[src/rtl/pipe_ctrl_seq_if.sv]
// rtl/pipe_ctrl_seq_if.sv - stall/flush control bundle between the pipeline stages and the sequencer
//
// Purpose: groups stage stall requests, exception inputs and the stall/flush
// control outputs of pipe_ctrl_seq into one bundle.
// Ports (signals):
//   stallreq_from_id/ex/mem  stage stall requests
//   excepttype_i             exception code from MEM, 0 = none
//   cp0_epc_i                current EPC, used by eret
//   stall[5:0]               stall bus: [0] pc .. [5] wb
//   flush                    pipeline flush
//   new_pc                   redirect target, valid while flush=1
//   stall_timeout            sticky stall watchdog flag
//   stall_cycles_total       total stall cycles, wraps
//   exc_count                exceptions taken, wraps
// Modports: master = sequencer side, slave = pipeline side.
interface pipe_ctrl_seq_if #(
    parameter int CNT_W = 32
);
    logic             stallreq_from_id;
    logic             stallreq_from_ex;
    logic             stallreq_from_mem;
    logic [31:0]      excepttype_i;
    logic [31:0]      cp0_epc_i;
    logic [5:0]       stall;
    logic             flush;
    logic [31:0]      new_pc;
    logic             stall_timeout;
    logic [CNT_W-1:0] stall_cycles_total;
    logic [15:0]      exc_count;

    modport master (
        input  stallreq_from_id,
        input  stallreq_from_ex,
        input  stallreq_from_mem,
        input  excepttype_i,
        input  cp0_epc_i,
        output stall,
        output flush,
        output new_pc,
        output stall_timeout,
        output stall_cycles_total,
        output exc_count
    );

    modport slave (
        output stallreq_from_id,
        output stallreq_from_ex,
        output stallreq_from_mem,
        output excepttype_i,
        output cp0_epc_i,
        input  stall,
        input  flush,
        input  new_pc,
        input  stall_timeout,
        input  stall_cycles_total,
        input  exc_count
    );
endinterface

[src/rtl/pipe_ctrl_seq.sv]
// rtl/pipe_ctrl_seq.sv - pipeline stall/flush sequencer with exception redirect and stall statistics
//
// Purpose: arbitrates ID/EX/MEM stall requests and the exception path, drives
// the shared stall[5:0] and flush buses, holds the redirect PC for a
// programmable flush window, and keeps stall statistics plus a watchdog.
// Ports:
//   clk   clock, all state updates on posedge
//   rst   synchronous active-high reset
//   bus   pipe_ctrl_seq_if.master: stage requests/exception in, stall/flush/new_pc
//         and debug counters out
module pipe_ctrl_seq #(
    parameter int          FLUSH_CYCLES = 1,
    parameter int          MAX_STALL    = 1024,
    parameter int          CNT_W        = 32,
    parameter logic [31:0] INT_VECTOR   = 32'h0000_0020,
    parameter logic [31:0] EXC_VECTOR   = 32'h0000_0040
) (
    input  logic            clk,
    input  logic            rst,
    pipe_ctrl_seq_if.master bus
);

    typedef enum logic {
        IDLE  = 1'b0,
        FLUSH = 1'b1
    } state_t;

    // Consecutive-stall counter only needs to reach MAX_STALL (it saturates).
    localparam int                CONS_W     = $clog2(MAX_STALL + 1);
    localparam logic [CONS_W-1:0] CONS_MAX   = CONS_W'(MAX_STALL);
    // The exception cycle itself is the first flush cycle, so FLUSH covers the rest.
    localparam logic [3:0]        FLUSH_LOAD = 4'(FLUSH_CYCLES - 1);

    localparam logic [5:0] MASK_MEM = 6'b011111;
    localparam logic [5:0] MASK_EX  = 6'b001111;
    localparam logic [5:0] MASK_ID  = 6'b000111;

    state_t            state_q;
    state_t            state_d;
    logic [3:0]        flush_cnt_q;
    logic [3:0]        flush_cnt_d;
    logic [31:0]       held_pc_q;
    logic [CONS_W-1:0] cons_q;
    logic [CONS_W-1:0] cons_d;
    logic              timeout_q;
    logic [CNT_W-1:0]  total_q;
    logic [15:0]       exc_cnt_q;

    logic              exc_hit;
    logic [31:0]       vec_pc;
    logic [5:0]        stall_d;
    logic              flush_d;
    logic [31:0]       new_pc_d;
    logic              take_exc;
    logic              stall_cycle;

    assign exc_hit = (bus.excepttype_i != 32'd0);

    // Redirect target decode; eret returns to EPC, interrupts to their own vector.
    always_comb begin
        vec_pc = EXC_VECTOR;
        case (bus.excepttype_i)
            32'h0000_0001: vec_pc = INT_VECTOR;
            32'h0000_000e: vec_pc = bus.cp0_epc_i;
            default:       vec_pc = EXC_VECTOR;
        endcase
    end

    // Next state and all bus outputs. Outputs are forced low during reset
    // even though IDLE decode is purely combinational from the inputs.
    always_comb begin
        state_d     = state_q;
        flush_cnt_d = flush_cnt_q;
        stall_d     = 6'b000000;
        flush_d     = 1'b0;
        new_pc_d    = 32'd0;
        take_exc    = 1'b0;
        if (!rst) begin
            case (state_q)
                IDLE: begin
                    if (exc_hit) begin
                        flush_d  = 1'b1;
                        new_pc_d = vec_pc;
                        take_exc = 1'b1;
                        if (FLUSH_CYCLES > 1) begin
                            state_d     = FLUSH;
                            flush_cnt_d = FLUSH_LOAD;
                        end
                    end else if (bus.stallreq_from_mem) begin
                        stall_d = MASK_MEM;
                    end else if (bus.stallreq_from_ex) begin
                        stall_d = MASK_EX;
                    end else if (bus.stallreq_from_id) begin
                        stall_d = MASK_ID;
                    end
                end
                FLUSH: begin
                    // Requests and new exceptions are ignored; the flush kills their source.
                    flush_d     = 1'b1;
                    new_pc_d    = held_pc_q;
                    flush_cnt_d = flush_cnt_q - 4'd1;
                    if (flush_cnt_q == 4'd1) begin
                        state_d = IDLE;
                    end
                end
                default: begin
                    state_d = IDLE;
                end
            endcase
        end
    end

    assign stall_cycle = (stall_d != 6'b000000);

    // Any non-stall cycle (idle, exception, flush) breaks the consecutive run.
    always_comb begin
        cons_d = '0;
        if (stall_cycle) begin
            cons_d = (cons_q == CONS_MAX) ? cons_q : cons_q + 1'b1;
        end
    end

    always_ff @(posedge clk) begin
        if (rst) begin
            state_q     <= IDLE;
            flush_cnt_q <= 4'd0;
        end else begin
            state_q     <= state_d;
            flush_cnt_q <= flush_cnt_d;
        end
    end

    always_ff @(posedge clk) begin
        if (rst) begin
            held_pc_q <= 32'd0;
            exc_cnt_q <= 16'd0;
        end else if (take_exc) begin
            held_pc_q <= vec_pc;
            exc_cnt_q <= exc_cnt_q + 16'd1;
        end
    end

    always_ff @(posedge clk) begin
        if (rst) begin
            cons_q    <= '0;
            timeout_q <= 1'b0;
            total_q   <= '0;
        end else begin
            cons_q <= cons_d;
            if (stall_cycle) begin
                total_q <= total_q + 1'b1;
                if (cons_d == CONS_MAX) begin
                    timeout_q <= 1'b1;
                end
            end
        end
    end

    assign bus.stall              = stall_d;
    assign bus.flush              = flush_d;
    assign bus.new_pc             = new_pc_d;
    assign bus.stall_timeout      = timeout_q;
    assign bus.stall_cycles_total = total_q;
    assign bus.exc_count          = exc_cnt_q;

endmodule

[src/flat_wrapper.sv]
// flat-port wrapper written by rule: the top's interface ports become plain ports
module pipe_ctrl_seq_flat 
#(
    parameter int          FLUSH_CYCLES = 1,
    parameter int          MAX_STALL    = 1024,
    parameter int          CNT_W        = 32,
    parameter logic [31:0] INT_VECTOR   = 32'h0000_0020,
    parameter logic [31:0] EXC_VECTOR   = 32'h0000_0040
)
  (clk, rst, bus_stallreq_from_id, bus_stallreq_from_ex, bus_stallreq_from_mem, bus_excepttype_i, bus_cp0_epc_i, bus_stall, bus_flush, bus_new_pc, bus_stall_timeout, bus_stall_cycles_total, bus_exc_count);
  pipe_ctrl_seq_if #(.CNT_W(CNT_W)) bus_i ();
  input  logic clk;
  input  logic rst;
  input wire logic [$bits(bus_i.stallreq_from_id)-1:0] bus_stallreq_from_id;
  input wire logic [$bits(bus_i.stallreq_from_ex)-1:0] bus_stallreq_from_ex;
  input wire logic [$bits(bus_i.stallreq_from_mem)-1:0] bus_stallreq_from_mem;
  input wire logic [$bits(bus_i.excepttype_i)-1:0] bus_excepttype_i;
  input wire logic [$bits(bus_i.cp0_epc_i)-1:0] bus_cp0_epc_i;
  output wire logic [$bits(bus_i.stall)-1:0] bus_stall;
  output wire logic [$bits(bus_i.flush)-1:0] bus_flush;
  output wire logic [$bits(bus_i.new_pc)-1:0] bus_new_pc;
  output wire logic [$bits(bus_i.stall_timeout)-1:0] bus_stall_timeout;
  output wire logic [$bits(bus_i.stall_cycles_total)-1:0] bus_stall_cycles_total;
  output wire logic [$bits(bus_i.exc_count)-1:0] bus_exc_count;
  assign bus_i.stallreq_from_id = bus_stallreq_from_id;
  assign bus_i.stallreq_from_ex = bus_stallreq_from_ex;
  assign bus_i.stallreq_from_mem = bus_stallreq_from_mem;
  assign bus_i.excepttype_i = bus_excepttype_i;
  assign bus_i.cp0_epc_i = bus_cp0_epc_i;
  assign bus_stall = bus_i.stall;
  assign bus_flush = bus_i.flush;
  assign bus_new_pc = bus_i.new_pc;
  assign bus_stall_timeout = bus_i.stall_timeout;
  assign bus_stall_cycles_total = bus_i.stall_cycles_total;
  assign bus_exc_count = bus_i.exc_count;
  pipe_ctrl_seq #(.FLUSH_CYCLES(FLUSH_CYCLES), .MAX_STALL(MAX_STALL), .CNT_W(CNT_W), .INT_VECTOR(INT_VECTOR), .EXC_VECTOR(EXC_VECTOR)) u_core (.clk(clk), .rst(rst), .bus(bus_i));
endmodule
[config.mk]
export PLATFORM = sky130hd
export DESIGN_NAME = pipe_ctrl_seq_flat
export DESIGN_NICKNAME = d
export VERILOG_FILES = /design/src/rtl/pipe_ctrl_seq_if.sv /design/src/rtl/pipe_ctrl_seq.sv /design/src/flat_wrapper.sv
export SDC_FILE = /design/constraint.sdc
export NUM_CORES = 1
export LEC_CHECK = 0
export CAP_MARGIN = 10
export CELL_PAD_IN_SITES_DETAIL_PLACEMENT = 0
export CELL_PAD_IN_SITES_GLOBAL_PLACEMENT = 1
export CORE_UTILIZATION = 34
export DETAILED_ROUTE_END_ITERATION = 10
export PLACE_DENSITY = 0.8
export SYNTH_ARGS = -nofsm -noshare
export SYNTH_HDL_FRONTEND = slang
export SYNTH_SLANG_ARGS = --single-unit
[constraint.sdc]
create_clock -name clk -period 3.1 [get_ports clk]
set_input_delay 0.62 -clock clk [delete_from_list [all_inputs] [get_ports clk]]
set_output_delay 0.62 -clock clk [all_outputs]
set_load 0.02 [all_outputs]
* Yosys cells after proc, flatten, opt, wreduce, memory -nomap -nowiden *
Index checks and enable logic that the tools add are counted.

storage, ports and cells
  register bits after elaboration = 97
  output and inout bits = 88
  logic and storage cells = 39

operators by class
  add/subtract/negate cells = 4
  equality and inequality tests = 5
  multiplexer cells = 18
  bitwise gates (word level) = 1
  reduce and logical (&&, ||, !) cells = 4

operators by type and width
  operator                 number
  $pmux W32 S2             2
  $mux W32                 2
  $add A32 B1 Y32 const B  1
  $eq A32 B1 Y1 const B    1
  $eq A32 B4 Y1 const B    1
  $reduce_bool A32 Y1      1
  $mux W6                  5
  $eq A11 B11 Y1 const B   2
  $mux W11                 2
  $add A16 B1 Y16 const B  1
  $add A11 B1 Y11 const B  1
  $reduce_bool A6 Y1       1
  $mux W1                  5
  $eq A4 B1 Y1 const B     1
  $sub A4 B1 Y4 const B    1
  $mux W3                  1
  $pmux W1 S2              1
  $reduce_and A2 Y1        1
  $reduce_or A2 Y1         1
  $not A1 Y1               1

* Longest topological paths before layout *
  depth after elaboration = 10
  mapped depth = 8
  depth with buffers taken out = 7

* Worst setup path before layout *
Ideal clock, no wire load.

  kind = input port to output port
  from = in bus_excepttype_i[20]
  to = out bus_stall[1]
  data arrival time = 2,430 ps
  required time = 2,480 ps
  path slack = 50 ps
  stages on the path = 8
  cells stage by stage = nor4_2 > nand3_2 > or3_1 > clkbuf_1 > clkbuf_1 > clkbuf_1 > inv_1 > buf_4

between the ends
  longest elaborated chain between the ends = 4

RTL lines
  what                 line                 text
  from (decl)          flat_wrapper.sv:17   input wire logic [$bits(bus_i.excepttype_i)-1:0] bus_excepttype_i;
  $reduce_bool A32 Y1  pipe_ctrl_seq.sv:57  assign exc_hit = (bus.excepttype_i != 32'd0);
  $mux W6              pipe_ctrl_seq.sv:81  if (exc_hit) begin
  $mux W6              pipe_ctrl_seq.sv:79  case (state_q)
  $mux W6              pipe_ctrl_seq.sv:78  if (!rst) begin
  to (decl)            flat_wrapper.sv:19   output wire logic [$bits(bus_i.stall)-1:0] bus_stall;

Every way passes these cells.

* Final worst setup path *
  from = in bus_excepttype_i[4]
  to = out bus_new_pc[2]

between the ends
  longest elaborated chain between the ends = 5
  elaborated cells between the ends (all ways) = 7
  those cells by class = eq/ne (2); mux (4); reduce/logical (1)

RTL lines
  what                                            line                 text
  $eq A32 B4 Y1 or $eq A32 B1 Y1 (tied branches)  pipe_ctrl_seq.sv:62  case (bus.excepttype_i)
  $pmux W32 S2                                    pipe_ctrl_seq.sv:62
  $mux W32 *                                      pipe_ctrl_seq.sv:81
  $pmux W32 S2 *                                  pipe_ctrl_seq.sv:79
  $mux W32 *                                      pipe_ctrl_seq.sv:78
  to (decl)                                       flat_wrapper.sv:21   output wire logic [$bits(bus_i.new_pc)-1:0] bus_new_pc;

Mark *: on every way between the ends. The rest lies on a longest branch, timed or not.

==> metrics.md <==
| Metric | Value |
|---|---|
| R2r endpoint | u_core.bus.stall_cycles_total[25] |
| CTS tree | built |
| Final wirelength | 14,700 µm |
| CTS max path bufs | 2 |
| Critical Path RT | between 2 and 2.5 ns |
| R2R cell count | 5 |
| Async set-reset flop share out of synthesis | 0 |
| H-tree levels | 3 |
| First drt pass iteration count | 6 |
| Synth Area in Compound Gates | 0.234 |
| Die H | 120 µm |
| CP Capture Point | bus_new_pc[2] |
| Peak supply drop | 0.204 mV |
| Area grow syn2layout | 50.4% |
| Least-Margin Pin Slew | 0.637 ns |
| Clock-pin slew on the worst setup and hold paths | approximately 0.060 ns |
| CP Capture Type | output pin |
| Leak | 2.63 nW |
| Detail Route Antenna Nets | 0 |
| Max_cap viols | 0 |
| Mux contribution to synthesized area | 0.0156 |
| Power consumption | 0.00242 W |
| Fin. Hold Viols | 0 |
| Type of origin of the critical path | input port |
| Number of flops mapped to enable cells by yosys | 0 |
| Core box area | 13,400 µm² |
| Count of final setup violators | 0 |
| Synth area leaders | dfxtp_1, a22o_1, a21oi_1 |
| Yosys synthesis warning count | 0 |
| Dpl ws | -0.627 ns |
| Drt drc | 0 |
| R2R Setup Slk | 0.63 ns |
| FF-to-FF Start | u_core.bus.stall_cycles_total[3] |
| Crit-path max FO | 5 |
| Chip Width | between 100 and 150 µm |
| Root Driver | clkbuf_16 |
| Post-Synth Adder-Cell Area | 0.0159 |
| Post-Syn Area | around 4700 µm² |
| Synth Instances | about 530 |
| Minimum clock period | 3.06 ns |
| CP startpoint | bus_excepttype_i[4] |
| Period utilisation layout | 0.986 |
| Slew Limit Fails | 0 |
| Cts bufs inserted | 9 |
| Share of layout cells above drive strength 1 | 0.188 |
| Nets | 793 |
| DPL Wire Length | 9840 µm |
| Max-slew headroom | 0.574 |
| Worst setup margin | 0.0423 ns |
| Initial antenna violation count | 0 |
| Starting density of the core | 0.353 |
| CTS sink count | between 90 and 100 |
| Largest family of logic cells by synthesized area | simple AND/OR/NAND/NOR gates |
| GPL Wtd Cong | 0.748 |
| CTS Hold Bufs | 0 |
| Number of synthesized register bits | 97 |
| Largest net degree at the start of global routing | 39 |
| Post-synthesis sequential area ratio | 0.410 |
| Setup_tns | 0 ns |
| Starting DRT DRC Count | between 200 and 250 |
| Status | completed |
| Syn_nets | about 600 |
| GRT Resource Usage Total | 0.206 |
| Vias in the first global route | 4,788 |
| Highest Clock Rate | 327 MHz |
| Unrepaired setup endpoints after global routing | true |
| Synth unique cells | 46 |
| First-pass GRT wire length | 23,700 µm |
| Crit path kind | input port to output pin |
| Synth area leader | dfxtp_1 |
| Pwr per Cell Area | ~340 nW/µm² |
| Antenna cells | 0 |
| Non-Filler Instances | 896 |
| Input/output buffers | between 150 and 200 |
| Hold WC Path Type | register to register |
| Synth Area per Inst | 9.00 µm² |
| Final Skew | 0.00687 ns |
| XOR/XNOR share of the synthesized area | 0.0314 |
| WL/cell | 16.4 µm |
| Via-to-Cell Ratio | 5.53 |
| Area share of the largest cell type after synthesis | 0.410 |
| FP Rows | between 40 and 50 |
| Worst-Skew Late Latency | ~0.35 ns |
| Die Area | 14,400 µm² |
| Dpl cells | 862 |
| Ys flop type | dfxtp_1 |
| # IOs | approximately 160 |
| Vias | just under 5,000 |
| Simple-gate share of the synthesized area | 0.243 |
| Remaining global-route overflow | 0 |
| Worst Path Arrival | 2.44 ns |
## layout by cell type, fill, tap and decap left out, drive strengths merged, types with 3 or more instances in the layout
master,count
dlygate4sd2,16
nand4,14
and3,6
ha,6
nor3,5
and4,4
mux2i,4
a21oi,44
o31ai,29
o21ai,14
nand2,24
a22o,60
xnor2,10
or4,28
or2,3
nand4b,3
dlymetal6s2s,4
or3,15
buf,93
dfxtp,97
xor2,7
clkbuf,15
nor2,40
clkdlybuf4s50,88
inv,19
nand3,20
clkdlybuf4s15,11
nor2b,5
mux2,3
nor4,15
## worst max-delay path: stages
cell           delay [ns]
dlygate4sd2_1        0.26
nor4_4               0.28
and4_4               0.28
nand2_4              0.07
nor4_4               0.19
buf_4                0.18
bufbuf_16            0.26
a22o_1               0.17
buf_6                0.13
## synthesized netlist by cell type (4+ instances only)
| library cell | instances |
|---|---|
| or4_1 | 27 |
| inv_1 | 19 |
| nor3_1 | 5 |
| nand3_1 | 19 |
| clkbuf_1 | 29 |
| and4_1 | 4 |
| dfxtp_1 | 97 |
| xnor2_1 | 10 |
| nand2_1 | 24 |
| nor4_1 | 7 |
| nor4_2 | 4 |
| o21ai_0 | 14 |
| nor4_4 | 4 |
| xor2_1 | 7 |
| nor2_1 | 40 |
| ha_1 | 6 |
| a21oi_1 | 44 |
| mux2i_1 | 4 |
| a22o_1 | 60 |
| or3_1 | 15 |
| o31ai_1 | 29 |
| nand4_1 | 13 |
| nor2b_1 | 5 |
| and3_1 | 6 |
## repair_timing
item / in CTS / in global routing
cloned: 5 / 0
resized for setup: 189 / 37
endpoints found under the setup margin: 38 / 38
endpoints found under the hold margin: 0 / 0
pin swaps: 14 / 13
buffers inserted: 11 / 6
## logic make-up (layout without fill, tap and decap cells)
| family | count (synthesis) | count (layout) |
|---|---|---|
| AOI/OAI and AO/OA | 156 | 156 |
| xor gates and xnor gates | 17 | 17 |
| adders and majority gates | 6 | 6 |
| buffers and inverters | 54 | 248 |
| DFF | 97 | 97 |
| muxes | 7 | 7 |
| other | 1 | 1 |
| and+or+nand+nor | 188 | 188 |
## metal layers
layer / GRT usage / routed length, µm / up-vias / part of all wire
li1: - / - / 2382 / -
met1: 0.251 / 6240 / 2402 / 0.42
met2: 0.335 / 7140 / 142 / 0.49
met3: 0.0566 / 966 / 26 / 0.066
met4: 0.0930 / 369 / 0 / 0.025
met5: 0 / 0 / - / 0
## registers in the layout, indices dropped and copies added (netlist names)
name	cells
u_core.bus.exc_count	16
u_core.state_q	1
u_core.flush_cnt_q	4
u_core.bus.stall_cycles_total	32
u_core.cons_q	11
u_core.bus.stall_timeout	1
u_core.held_pc_q	32
## per-stage QoR
step	util	hold WS [ns]	area, µm²
finish	0.531	0.461	7120
global route	0.531	0.480	7120
CTS	0.527	0.460	7060
detailed placement	0.500	0.450	6690
global placement	0.500	0.445	6690
floorplan	-	0.436	4730
## area by class of cell
cell class	instances	area, µm²
fillers	1269	6280
multi-input cells	375	2630
repair buffers	216	2000
flip-flops and latches	97	1940
clock buffers	12	246
well taps	176	220
inverters	19	71.3
clock inverters	1	5.00
## how the worst min path moves through the flow
stage	from	endpoint	slack (ns)	depth (start not counted)
after floorplan	u_core.held_pc_q[5]	u_core.held_pc_q[5]	0.44	2
final	u_core.held_pc_q[5]	u_core.held_pc_q[5]	0.46	2
after global placement	u_core.held_pc_q[5]	u_core.held_pc_q[5]	0.44	2
after detailed placement	u_core.held_pc_q[5]	u_core.held_pc_q[5]	0.45	2
after CTS	u_core.held_pc_q[5]	u_core.held_pc_q[5]	0.46	2
after global routing	u_core.held_pc_q[5]	u_core.held_pc_q[5]	0.48	2
## where the power goes
group / total (W) / switching (W) / internal [W]
clock: 0.00100 / 0.000453 / 0.000552
sequential: 0.00125 / 0.00000459 / 0.00125
combinational: 0.000164 / 0.0000694 / 0.0000944
total: 0.00242 / 0.000527 / 0.00190
Power figures use the tool's default switching activity.
